--- config.mk ---
export PLATFORM = sky130hd
export DESIGN_NAME = irq_ctrl
export DESIGN_NICKNAME = d
export VERILOG_FILES = /design/src/rtl/irq_ctrl_pkg.sv /design/src/rtl/irq_ctrl_prio_enc.sv /design/src/rtl/irq_ctrl.sv
export SDC_FILE = /design/constraint.sdc
export NUM_CORES = 1
export LEC_CHECK = 0
export CORE_AREA = 2 2 72 74
export CTS_BUF_LIST = sky130_fd_sc_hd__clkbuf_2 sky130_fd_sc_hd__clkbuf_4 sky130_fd_sc_hd__clkbuf_8
export DETAILED_ROUTE_END_ITERATION = 8
export DIE_AREA = 0 0 74 76
export GPL_TIMING_DRIVEN = 1
export PLACE_DENSITY = 0.78
export SETUP_SLACK_MARGIN = 0.5
export SLEW_MARGIN = 20
export SYNTH_ARGS = -nofsm -noshare
export SYNTH_HDL_FRONTEND = slang
export SYNTH_SLANG_ARGS = --single-unit
export TNS_END_PERCENT = 1
--- constraint.sdc ---
create_clock -name clk -period 2.25 [get_ports clk]
set_clock_uncertainty 0.2 [all_clocks]
set_input_delay 0.45 -clock clk [delete_from_list [all_inputs] [get_ports clk]]
set_output_delay 0.45 -clock clk [all_outputs]
set_load 0.05 [all_outputs]
--- src/rtl/irq_ctrl_pkg.sv ---
// irq_ctrl_pkg: register indices, per-source state encoding and limits for irq_ctrl.
package irq_ctrl_pkg;
    localparam logic [1:0] REG_PENDING   = 2'd0;
    localparam logic [1:0] REG_ENABLE    = 2'd1;
    localparam logic [1:0] REG_CLAIM     = 2'd2;
    localparam logic [1:0] REG_INSERVICE = 2'd3;
    localparam int MAX_SOURCES = 31;
    typedef enum logic [1:0] {
        IDLE,
        PENDING,
        IN_SERVICE
    } src_state_e;
endpackage

--- src/rtl/irq_ctrl_prio_enc.sv ---
// irq_ctrl_prio_enc: lowest-set-bit encoder; the lowest requesting index wins.
module irq_ctrl_prio_enc
    import irq_ctrl_pkg::*;
#(
    parameter int N = 8
) (
    input  logic [N-1:0] req_i,
    output logic         valid_o,
    output logic [4:0]   idx_o
);
    always_comb begin
        idx_o = 5'd0;
        for (int i = N - 1; i >= 0; i--)
            if (req_i[i]) idx_o = 5'(i);
        valid_o = |req_i;
    end
endmodule

--- src/rtl/irq_ctrl.sv ---
// irq_ctrl: memory-mapped interrupt controller with per-source claim/complete FSMs.
// Define IRQ_CTRL_SYNC_EN to pass each irqSrc bit through a 2-flop synchronizer.
module irq_ctrl
    import irq_ctrl_pkg::*;
#(
    parameter int NUM_SOURCES = 8
) (
    input  logic                   clk,
    input  logic                   rstN,
    input  logic [NUM_SOURCES-1:0] irqSrc,
    output logic                   irq,
    output logic [31:0]            readData,
    input  logic [3:0]             addr,
    input  logic [31:0]            writeData,
    input  logic                   readEnable,
    input  logic                   writeEnable
);
    logic [NUM_SOURCES-1:0] src;
`ifdef IRQ_CTRL_SYNC_EN
    logic [NUM_SOURCES-1:0] sync1_q, sync2_q;
    always_ff @(posedge clk or negedge rstN) begin
        if (!rstN) begin
            sync1_q <= '0;
            sync2_q <= '0;
        end else begin
            sync1_q <= irqSrc;
            sync2_q <= sync1_q;
        end
    end
    assign src = sync2_q;
`else
    assign src = irqSrc;
`endif
    src_state_e             state_q [NUM_SOURCES];
    src_state_e             state_d [NUM_SOURCES];
    logic [NUM_SOURCES-1:0] enable_q, enable_d, pending, in_service;
    logic                   cand_valid, claim_fire, complete;
    logic [4:0]             cand_idx, claim_id, cmp_id;
    logic [1:0]             sel;
    logic                   unused_bits;

    assign sel         = addr[3:2];
    assign cmp_id      = writeData[4:0];
    assign unused_bits = ^{addr[1:0], writeData};

    always_comb begin
        for (int i = 0; i < NUM_SOURCES; i++) begin
            pending[i]    = state_q[i] == PENDING;
            in_service[i] = state_q[i] == IN_SERVICE;
        end
    end

    irq_ctrl_prio_enc #(.N(NUM_SOURCES)) u_prio (
        .req_i   (pending & enable_q),
        .valid_o (cand_valid),
        .idx_o   (cand_idx)
    );

    assign claim_id = cand_valid ? cand_idx + 5'd1 : 5'd0;
    assign irq      = cand_valid;
    // A concurrent write suppresses the claim side effect of a read.
    assign claim_fire = readEnable && !writeEnable && sel == REG_CLAIM && cand_valid;
    assign complete   = writeEnable && sel == REG_CLAIM;

    assign readData = sel == REG_PENDING ? 32'(pending)  :
                      sel == REG_ENABLE  ? 32'(enable_q) :
                      sel == REG_CLAIM   ? 32'(claim_id) : 32'(in_service);

    // Matching cmp_id against i+1 for i < NUM_SOURCES rejects IDs 0 and > NUM_SOURCES.
    always_comb begin
        enable_d = (writeEnable && sel == REG_ENABLE) ? writeData[NUM_SOURCES-1:0] : enable_q;
        for (int i = 0; i < NUM_SOURCES; i++) begin
            state_d[i] = state_q[i];
            case (state_q[i])
                IDLE:       if (src[i]) state_d[i] = PENDING;
                PENDING:    if (claim_fire && cand_idx == 5'(i)) state_d[i] = IN_SERVICE;
                IN_SERVICE: if (complete && cmp_id == 5'(i + 1)) state_d[i] = IDLE;
                default:    state_d[i] = IDLE;
            endcase
        end
    end

    always_ff @(posedge clk or negedge rstN) begin
        if (!rstN) begin
            enable_q <= '0;
            for (int i = 0; i < NUM_SOURCES; i++) state_q[i] <= IDLE;
        end else begin
            enable_q <= enable_d;
            state_q  <= state_d;
        end
    end
endmodule
==> run_results.csv, run 1 <==
group,metric,value,unit
run_status,outcome,"finished with violations",
run_status,violations,"negative setup slack",
timing,fin_ws,-0.6052,ns
timing,fmax,0.3502,GHz
floorplanning,fp.dieW,74,µm
detailed_routing,vias,1691,
power,power_density,689.2,nW/µm²
power,power_frac_comb,0.529,
setup_path,critPathArrivalTime,2.21,ns
place,gp_congestion,0.8267,
logic_synthesis,synth-edff-count,0,
timing,setup-violations-final,11,
power,switchingPower,0.7250,mW
global_routing,track_usage,0.1946,
floorplanning,rows,26,
global_routing,grt_pass1_vias,1852,
clock_network,clockBufferDepth,2,
logic_synthesis,synth_top_cells_by_area,"dfrtp_1, buf_4, mux2_2",
global_routing,grt_overflow_total,0,
setup_path,rrSetupSlack,0.15,ns
logic_synthesis,synthSimpleGateAreaFrac,0.2243,
clock_network,cts_inserted_buffers,3,
logic_synthesis,synth-adder-area-share,0.03451,
timing,fin_crit_sh,1.269,
final_layout,design_area,2759,µm²
detailed_routing,drt-total-wl,5226,µm
place,dp_hpwl,3892,µm
setup_path,worst-setup-path-type,"reg -> out",
clock_network,path_clk_slew,0.10,ns
setup_path,rr_worst_depth,7,
logic_synthesis,synth_cell_types,50,
timing,min_period,2.855,ns
setup_path,crit_end,"readData[1]",
logic_synthesis,synth.cell_area,1813,µm²
final_layout,syn_to_final_growth,52.17,%
setup_path,start_kind,"register",
logic_synthesis,synth_mux_area_frac,0.07315,
floorplanning,initial_core_util,0.3691,
detailed_routing,first_iter_violations,105,
clock_network,clock_latency,0.28,ns
clock_network,ctsHoldBuffers,0,
logic_synthesis,synthDominantCellAreaShare,0.3313,
timing,grt_setup_unrepaired,"true",
min_path,hold_class,"in -> async",
floorplanning,die_h,76,µm
global_routing,antenna_found_initial,0,
detailed_routing,viasPerCell,4.988,
power,ir_drop,0.3416,mV
place,place_area,2582,µm²
logic_synthesis,synth_top_family_by_area,"simple AND/OR/NAND/NOR gates",
detailed_routing,drc,0,
floorplanning,die_area,5624,µm²
floorplanning,ioPinCount,81,
logic_synthesis,synth_common_cells,"buf_4, dfrtp_1, nand3b_1",
setup_path,cp-end-kind,"output port",
logic_synthesis,syn-mean-instance-area,9.853,µm²
power,switching_share,0.3813,
detailed_routing,dr.pass1.iters,4,
logic_synthesis,synthXorXnorAreaFrac,0,
logic_synthesis,yosysWarnings,0,
clock_network,cts_max_level,1,
run,maxCapViolations,0,
logic_synthesis,synth_compound_area_frac,0.2029,
timing,fin_hold_ws,0.3288,ns
detailed_routing,final_antenna_net_count,0,
timing,finalHoldViolCount,0,
final_layout,drive_gt1_frac,0.3866,
clock_network,cts.sinks,24,
logic_synthesis,yosysTopAreaCell,"dfrtp_1",
logic_synthesis,ys.flop_type,"dfrtp_1",
setup_path,required,1.60,ns
power,p_leak,1.210,nW
final_layout,layout.nets,323,
detailed_routing,wl_per_cell,15.42,µm
setup_path,crit_fanout,2,
floorplanning,coreArea,4912,µm²
power,power,1.902,mW
global_routing,grt_pass1_wl,8700,µm
logic_synthesis,ys_async_sr_fraction,1.000,
timing,final_max_slew_viol_count,0,
place,portBuffers,30,
power,clkPwrFrac,0.209,
setup_path,worstReg2RegEnd,"state_q[5]",
power,p_seq_frac,0.262,
global_routing,grt_max_degree,25,
final_layout,insertedDiodeCount,0,
logic_synthesis,ys_seq_area_frac,0.3313,
clock_network,tritoncts,"built",
setup_path,worstReg2RegStart,"state_q[3]",
logic_synthesis,synth_seq_cells,24,
logic_synthesis,synthCells,184,
clock_network,clockRootBuffer,"clkbuf_8",
power,power.internal,1.177,mW
setup_path,crit_start,"state_q[3]",
[flip-flops by register name, indices dropped and copies added (netlist names)]
| register | cells |
|---|---|
| state_q | 16 |
| enable_q | 8 |
[worst max-delay path, cell delays in order, from the launching register on]
cell	delay, ns
dfrtp_1	0.39
nand3b_1	0.21
a221oi_2	0.33
o211a_1	0.25
ha_4	0.20
a221o_2	0.37
buf_8	0.16
[power by group through the flow]
stage	registers, mW	clock network (mW)	logic [mW]
2_1_floorplan	0.511	0	0.536
3_5_place_dp	0.508	0	0.894
3_3_place_gp	0.506	0	0.875
5_1_grt	0.506	0.416	1.07
4_1_cts	0.499	0.399	0.975
6_report	0.499	0.397	1.01
[how the worst min path moves through the flow]
stage | to | slack, ns | cells after the start
4_1_cts | state_q[2] | 0.34 | 2
2_1_floorplan | enable_q[0] | -0.05 | 0
6_report | state_q[4] | 0.33 | 2
3_3_place_gp | enable_q[2] | 0.30 | 2
3_5_place_dp | enable_q[1] | 0.32 | 1
5_1_grt | state_q[2] | 0.35 | 2
[cell type report]
cell class / instances / area (µm²)
Fill cell: 436 / 2153
Multi-Input combinational cell: 146 / 1172
Sequential cell: 24 / 600.6
Tap cell: 70 / 87.58
Inverter: 10 / 37.54
Timing Repair Buffer: 85 / 789.5
Clock buffer: 3 / 41.29
Clock inverter: 1 / 30.03
[per-layer routing]
metal	vias to the layer above	global-route usage	wire [µm]
li1	812	-	-
met1	814	0.2274	2155
met2	53	0.3545	2736
met3	12	0.02646	231
met4	0	0.06364	102
met5	-	0	0
[logic make-up after synthesis]
group                      after synthesis
and+or+nand+nor                         62
buffers and inverters                   37
other                                    1
muxes                                   12
adders and majority gates                5
AOI/OAI and AO/OA                       43
DFF                                     24
[per-stage QoR]
stage          instances  setup TNS, ns  setup slack, ns  utilization
5_1_grt              339         -3.764          -0.6764       0.5616
3_3_place_gp         331         -5.311          -0.3943       0.5257
2_1_floorplan        207        -0.5739          -0.2435            -
3_5_place_dp         331         -5.791          -0.4252       0.5257
6_report             339         -2.733          -0.6052       0.5616
4_1_cts              337         -2.607          -0.5864       0.5563
[cell usage in the layout (no fill, tap or decap), drive strengths merged, types with 2 or more instances in the layout]
master / n
dfrtp: 24
inv: 10
and2b: 2
a311oi: 5
nand2b: 5
nand3b: 15
clkbuf: 3
conb: 24
a41o: 2
a41oi: 3
a22o: 4
and2: 3
a32o: 4
clkdlybuf4s50: 20
mux2i: 2
o211a: 2
nor2b: 8
buf: 64
o21ai: 8
nand4: 4
and3b: 3
mux2: 10
nor3: 2
ha: 5
nand3: 2
nor2: 6
o21bai: 2
nor4: 2
nand2: 6
o31ai: 2
[timing repair]
item                                    4_1_cts  5_1_grt
resized for setup                            15        3
pin swaps                                     3        4
endpoints found under the setup margin       33       33
setup buffers                                 2        2
Power figures use the tool's default switching activity.
==> inputs of run 2 (changes only) <==
GPL_TIMING_DRIVEN = 0   (was 1)
SLEW_MARGIN = default   (was 20)
==> run 2 against run 1 <==
The run still ends with negative setup slack left. Die area stayed put. Highest routed layer unchanged. Hold slack got worse by 0.042 ns. Global-route usage is 1.9 points lower. Final area decreased by 10%. Register-to-register slack worse by 0.13 ns. Critical path depth unchanged. Core utilization shrank 5.8 points. Combinational power decreased by 22%. First-iteration DRC count up 3.8%. Count of clock-buffer cells in the layout unchanged. Sequential share of layout area increased by 2.6 points. Largest cell class unchanged.
==> run_results.csv, run 2 (synthesis gave the netlist of run 1 again) <==
group,metric,value,unit
setup_path,path_cells,"nand3b_1 -> a221oi_2 -> o211a_1 -> ha_4 -> a221o_2 -> buf_8",
final_layout,mostFrequentLayoutCells,"buf_4, conb_1, dfrtp_1, clkdlybuf4s50_1, nand3b_1",
place,dp_hpwl,3394,µm
timing,slew_headroom,0.2610,
place,place_area,2336,µm²
clock_network,clockRootBuffer,"clkbuf_8",
detailed_routing,wl_per_cell,15.01,µm
place,gp_congestion,0.8656,
final_layout,layout.nets,297,
floorplanning,die_area,5624,µm²
power,power_frac_comb,0.503,
floorplanning,rows,26,
clock_network,ctsHoldBuffers,0,
setup_path,worst-setup-path-type,"reg -> out",
global_routing,grt_pass1_wl,7762,µm
clock_network,clockBufferDepth,2,
timing,worstMarginPinSlew,1.109,ns
timing,fin_ws,-0.6792,ns
setup_path,cp-end-kind,"output port",
final_layout,design_area,2474,µm²
detailed_routing,drt-total-wl,4682,µm
power,switchingPower,0.6448,mW
floorplanning,die_h,76,µm
final_layout,drive_gt1_frac,0.3182,
global_routing,grt_pass1_vias,1582,
power,ir_drop,0.3463,mV
clock_network,cts_max_level,1,
floorplanning,fp.dieW,74,µm
detailed_routing,viasPerCell,4.933,
setup_path,required,1.60,ns
run_status,outcome,"finished with violations",
timing,fmax,0.3414,GHz
setup_path,worstReg2RegStart,"state_q[3]",
min_path,min-delay-start,"state_q[3]",
final_layout,largest_reg_flops,16,
run,maxCapViolations,0,
power,power.internal,0.9213,mW
power,p_leak,1.113,nW
detailed_routing,vias,1539,
timing,finalHoldViolCount,0,
clock_network,cts.sinks,24,
floorplanning,initial_core_util,0.3691,
power,switching_share,0.4117,
setup_path,critPathArrivalTime,2.28,ns
timing,fin_hold_ws,0.2864,ns
clock_network,cts_inserted_buffers,3,
floorplanning,ioPinCount,81,
power,p_seq_frac,0.330,
detailed_routing,final_antenna_net_count,0,
global_routing,grt_max_degree,25,
setup_path,slowest_stage,"dfrtp_1",
final_layout,syn_to_final_growth,36.44,%
final_layout,largest-register,"state_q",
setup_path,crit_fanout,4,
setup_path,slowest_delay,0.42,ns
final_layout,insertedDiodeCount,0,
place,portBuffers,30,
power,clkPwrFrac,0.167,
place,pre_cts_slack,-1.074,ns
setup_path,start_kind,"register",
timing,final_max_slew_viol_count,0,
timing,grt_setup_unrepaired,"true",
clock_network,path_clk_slew,0.08,ns
setup_path,crit_start,"state_q[3]",
timing,fin_crit_sh,1.302,
timing,setup-tns-final,-2.687,ns
floorplanning,coreArea,4912,µm²
timing,min_period,2.929,ns
final_layout,fin_util,0.5036,
detailed_routing,drc,0,
clock_network,clock_latency,0.27,ns
clock_network,tritoncts,"built",
global_routing,grt_overflow_total,0,
timing,setup-violations-final,8,
min_path,hold_class,"reg -> reg",
final_layout,top_regs,"state_q (16), enable_q (8)",
global_routing,antenna_found_initial,0,
detailed_routing,first_iter_violations,109,
run_status,violations,"negative setup slack",
final_layout,final_common_cell,"buf_4",
power,power_density,633.1,nW/µm²
detailed_routing,dr.pass1.iters,4,
global_routing,track_usage,0.1752,
[run 2: cell count changes in the layout (fill, tap and decap cells not counted), moves of 3 or more]
cell / previous run / this run
mux2_2: 10 / 3
mux2_4: 0 / 7
buf_6: 1 / 6
buf_12: 7 / 0
dlygate4sd2_1: 0 / 5
buf_4: 55 / 26
clkdlybuf4s50_1: 20 / 17
[run 2: stage by stage]
stage / cells / power [mW]
3_3_place_gp: 307 / 1.220
6_report: 312 / 1.566
2_1_floorplan: 207 / 1.047
3_5_place_dp: 307 / 1.236
4_1_cts: 312 / 1.543
5_1_grt: 312 / 1.652
[run 2: path summary, 6_finish.rpt]
| path | endpoint | slack (ns) | depth (start not counted) |
|---|---|---|---|
| worst max-delay path | readData[1] | -0.68 | 6 |
| worst min-delay path | state_q[2] | 0.29 | 1 |
| worst max register to register | state_q[5] | 0.02 | 7 |
| worst min register to register | state_q[2] | 0.29 | 1 |
| max in group asynchronous | state_q[0] | 0.81 | 1 |
| min in group asynchronous | enable_q[5] | 0.30 | 1 |
[run 2: layer usage]
layer / share of wire / wire (µm) / vias to the layer above / track usage
met1: 0.43 / 2000 / 723 / 0.2256
li1: - / - / 759 / -
met4: 0.012 / 55 / 0 / 0.04909
met5: 0 / 0 / - / 0
met3: 0.058 / 272 / 7 / 0.03042
met2: 0.50 / 2353 / 50 / 0.2964
[run 2: power by group through the flow]
stage	clock network, mW	registers [mW]	logic (mW)
after floorplan	0	0.511	0.536
after global placement	0	0.519	0.701
after detailed placement	0	0.523	0.712
after CTS	0.268	0.516	0.759
after global routing	0.284	0.524	0.844
final	0.262	0.517	0.787
[run 2: repair_timing]
action	in CTS	in global routing
buffers inserted	2	0
setup endpoints to repair	33	33
pin swaps	12	8
resized for setup	65	7
[run 2: layout make-up]
| class | count | area (µm²) |
|---|---|---|
| Clock buffer | 3 | 41.29 |
| Buffer | 27 | 214.0 |
| Multi-Input combinational cell | 146 | 1174 |
| Sequential cell | 24 | 601.8 |
| Inverter | 10 | 37.54 |
| Fill cell | 467 | 2439 |
| Tap cell | 70 | 87.58 |
| Timing Repair Buffer | 32 | 317.8 |
[run 2: worst max-delay path: cells and delay by family, from the launching register on]
| family | cells | cell delay [ns] |
|---|---|---|
| compound gates | 3 | 0.98 |
| flops | 1 | 0.42 |
| fa+ha+maj | 1 | 0.21 |
| simple gates | 1 | 0.24 |
| buf+inv | 1 | 0.16 |
==> inputs of run 3 (changes only) <==
CORE_AREA = 2 2 59 61   (was 2 2 72 74)
DIE_AREA = 0 0 61 63   (was 0 0 74 76)
DONT_BUFFER_PORTS = 1   (was default)
PLACE_DENSITY = 0.77   (was 0.78)
SLEW_MARGIN = 20   (was default)
==> run 3 against run 2 <==
The run still ends with negative setup slack left. Flip-flop and latch count unchanged. First-iteration DRC count down 37%. Critical path depth grew 2. Non-clock buffer count shrank 20. Routed wire length fell by 5.2%. Combinational power down 6.0%. Core utilization increased by 19 points. Maximum frequency is 0.70% higher. Via count fell by 0.71%. Count of clock-buffer cells in the layout rose by 1. Critical path type unchanged. Largest cell class unchanged. Highest routed layer unchanged.
==> run_results.csv, run 3 (synthesis gave the netlist of run 1 again) <==
group,metric,value,unit
run_status,outcome,"finished with violations",
run_status,violations,"negative setup slack",
detailed_routing,drc,0,
min_path,hold_class,"in -> reg",
timing,fin_crit_sh,1.293,
final_layout,layout.nets,277,
setup_path,worst-setup-path-type,"reg -> out",
timing,worstMarginPinSlew,0.7584,ns
floorplanning,die_area,3843,µm²
place,portBuffers,0,
place,dp_hpwl,3236,µm
clock_network,clock_latency,0.34,ns
final_layout,largest-register,"state_q",
run,maxCapViolations,0,
power,power_density,667.3,nW/µm²
final_layout,largest_reg_flops,16,
detailed_routing,drt-total-wl,4437,µm
detailed_routing,vias,1528,
detailed_routing,first_iter_violations,69,
detailed_routing,final_antenna_net_count,0,
final_layout,insertedDiodeCount,0,
final_layout,fill_cells,255,
detailed_routing,viasPerCell,5.680,
clock_network,tritoncts,"built",
power,p_leak,1.005,nW
final_layout,final_cells,269,
global_routing,grt_pass1_wl,7300,µm
detailed_routing,dr.pass1.iters,4,
final_layout,mostFrequentLayoutCells,"buf_4, conb_1, dfrtp_1, nand3b_1, inv_1",
timing,fmax,0.3438,GHz
timing,fin_ws,-0.6588,ns
timing,fin_hold_ws,0.04028,ns
global_routing,grt_max_degree,25,
floorplanning,die_h,63,µm
place,placedCellCount,253,
setup_path,cp-end-kind,"output port",
setup_path,required,1.60,ns
power,ir_drop,0.3476,mV
detailed_routing,wl_per_cell,16.49,µm
clock_network,clockBufferDepth,2,
global_routing,track_usage,0.2494,
setup_path,start_kind,"register",
clock_network,cts_max_level,1,
final_layout,final_common_cell,"buf_4",
clock_network,clockRootBuffer,"clkbuf_4",
floorplanning,coreArea,3232,µm²
clock_network,path_clk_slew,0.14,ns
final_layout,top_regs,"state_q (16), enable_q (8)",
floorplanning,initial_core_util,0.5610,
timing,final_max_slew_viol_count,0,
timing,grt_setup_unrepaired,"true",
floorplanning,ioPinCount,81,
global_routing,antenna_found_initial,0,
final_layout,syn_to_final_growth,23.67,%
clock_network,cts_inserted_buffers,3,
floorplanning,rows,21,
place,gp_congestion,0.8217,
timing,finalHoldViolCount,0,
timing,slew_headroom,0.4898,
setup_path,critPathArrivalTime,2.26,ns
setup_path,crit_fanout,3,
floorplanning,fp.dieW,61,µm
timing,setup-violations-final,5,
global_routing,grt_overflow_total,0,
place,pre_cts_slack,-0.3696,ns
global_routing,grt_pass1_vias,1618,
clock_network,cts.sinks,24,
final_layout,drive_gt1_frac,0.3722,
timing,min_period,2.909,ns
==> run 3: worst max-delay path, cell delays in order, from the launching register on <==
cell	delay [ns]
dfrtp_1	0.41
nand3b_1	0.22
buf_4	0.17
nand3b_1	0.09
a21o_1	0.20
nand2_2	0.10
ha_4	0.18
ha_4	0.21
o21ai_4	0.33
==> run 3: through the flow <==
stage	area, µm²	setup TNS [ns]	power (mW)	util
5_1_grt	2242	-2.404	1.569	0.6938
6_report	2242	-2.045	1.496	0.6938
4_1_cts	2213	-1.901	1.480	0.6849
2_1_floorplan	1948	-0.5739	1.047	-
3_5_place_dp	2006	-1.006	1.141	0.6206
3_3_place_gp	2006	-0.9797	1.120	0.6206
==> run 3: path summary, 6_finish.rpt <==
| kind | from | endpoint | slack [ns] | cells past startpoint |
|---|---|---|---|---|
| setup reg to reg | state_q[3] | state_q[5] | 0.08 | 7 |
| min in group asynchronous | rstN | enable_q[1] | 0.42 | 2 |
| max in group asynchronous | rstN | state_q[0] | 1.03 | 2 |
| setup / recovery | state_q[3] | readData[2] | -0.66 | 8 |
| hold reg to reg | state_q[11] | state_q[11] | 0.31 | 1 |
| hold / removal | irqSrc[2] | state_q[10] | 0.04 | 1 |
==> run 3: layout make-up <==
| type | instances | area [µm²] | area share |
|---|---|---|---|
| multi-input combinational | 146 | 1210 | 0.5396 |
| tap | 46 | 57.56 | 0.02567 |
| clock buffer | 4 | 36.28 | 0.01618 |
| buffer | 27 | 201.4 | 0.08984 |
| inverter | 10 | 37.54 | 0.01674 |
| timing repair buffer | 12 | 97.59 | 0.04353 |
| sequential | 24 | 601.8 | 0.2684 |
==> run 3: routing by layer <==
metal  track usage  share of wire  wire, µm
met2        0.4409           0.52      2317
met5             0              0         0
met4       0.08424          0.017        74
met1        0.2937           0.39      1749
met3       0.04348          0.066       295
==> run 3: report_power, final <==
group	switching, mW	total, mW	internal (mW)	leakage [nW]
Combinational	0.454	0.740	0.285	0.706
Clock	0.142	0.241	0.0995	0.0210
Sequential	0.0431	0.515	0.472	0.278
Total	0.639	1.50	0.857	1.01
==> run 3: repair_timing <==
action	in CTS	in global routing
hold buffers	1	1
pin swaps	17	11
resized for setup	27	3
endpoints found under the setup margin	25	25
hold endpoints to repair	24	24
setup buffers	9	1
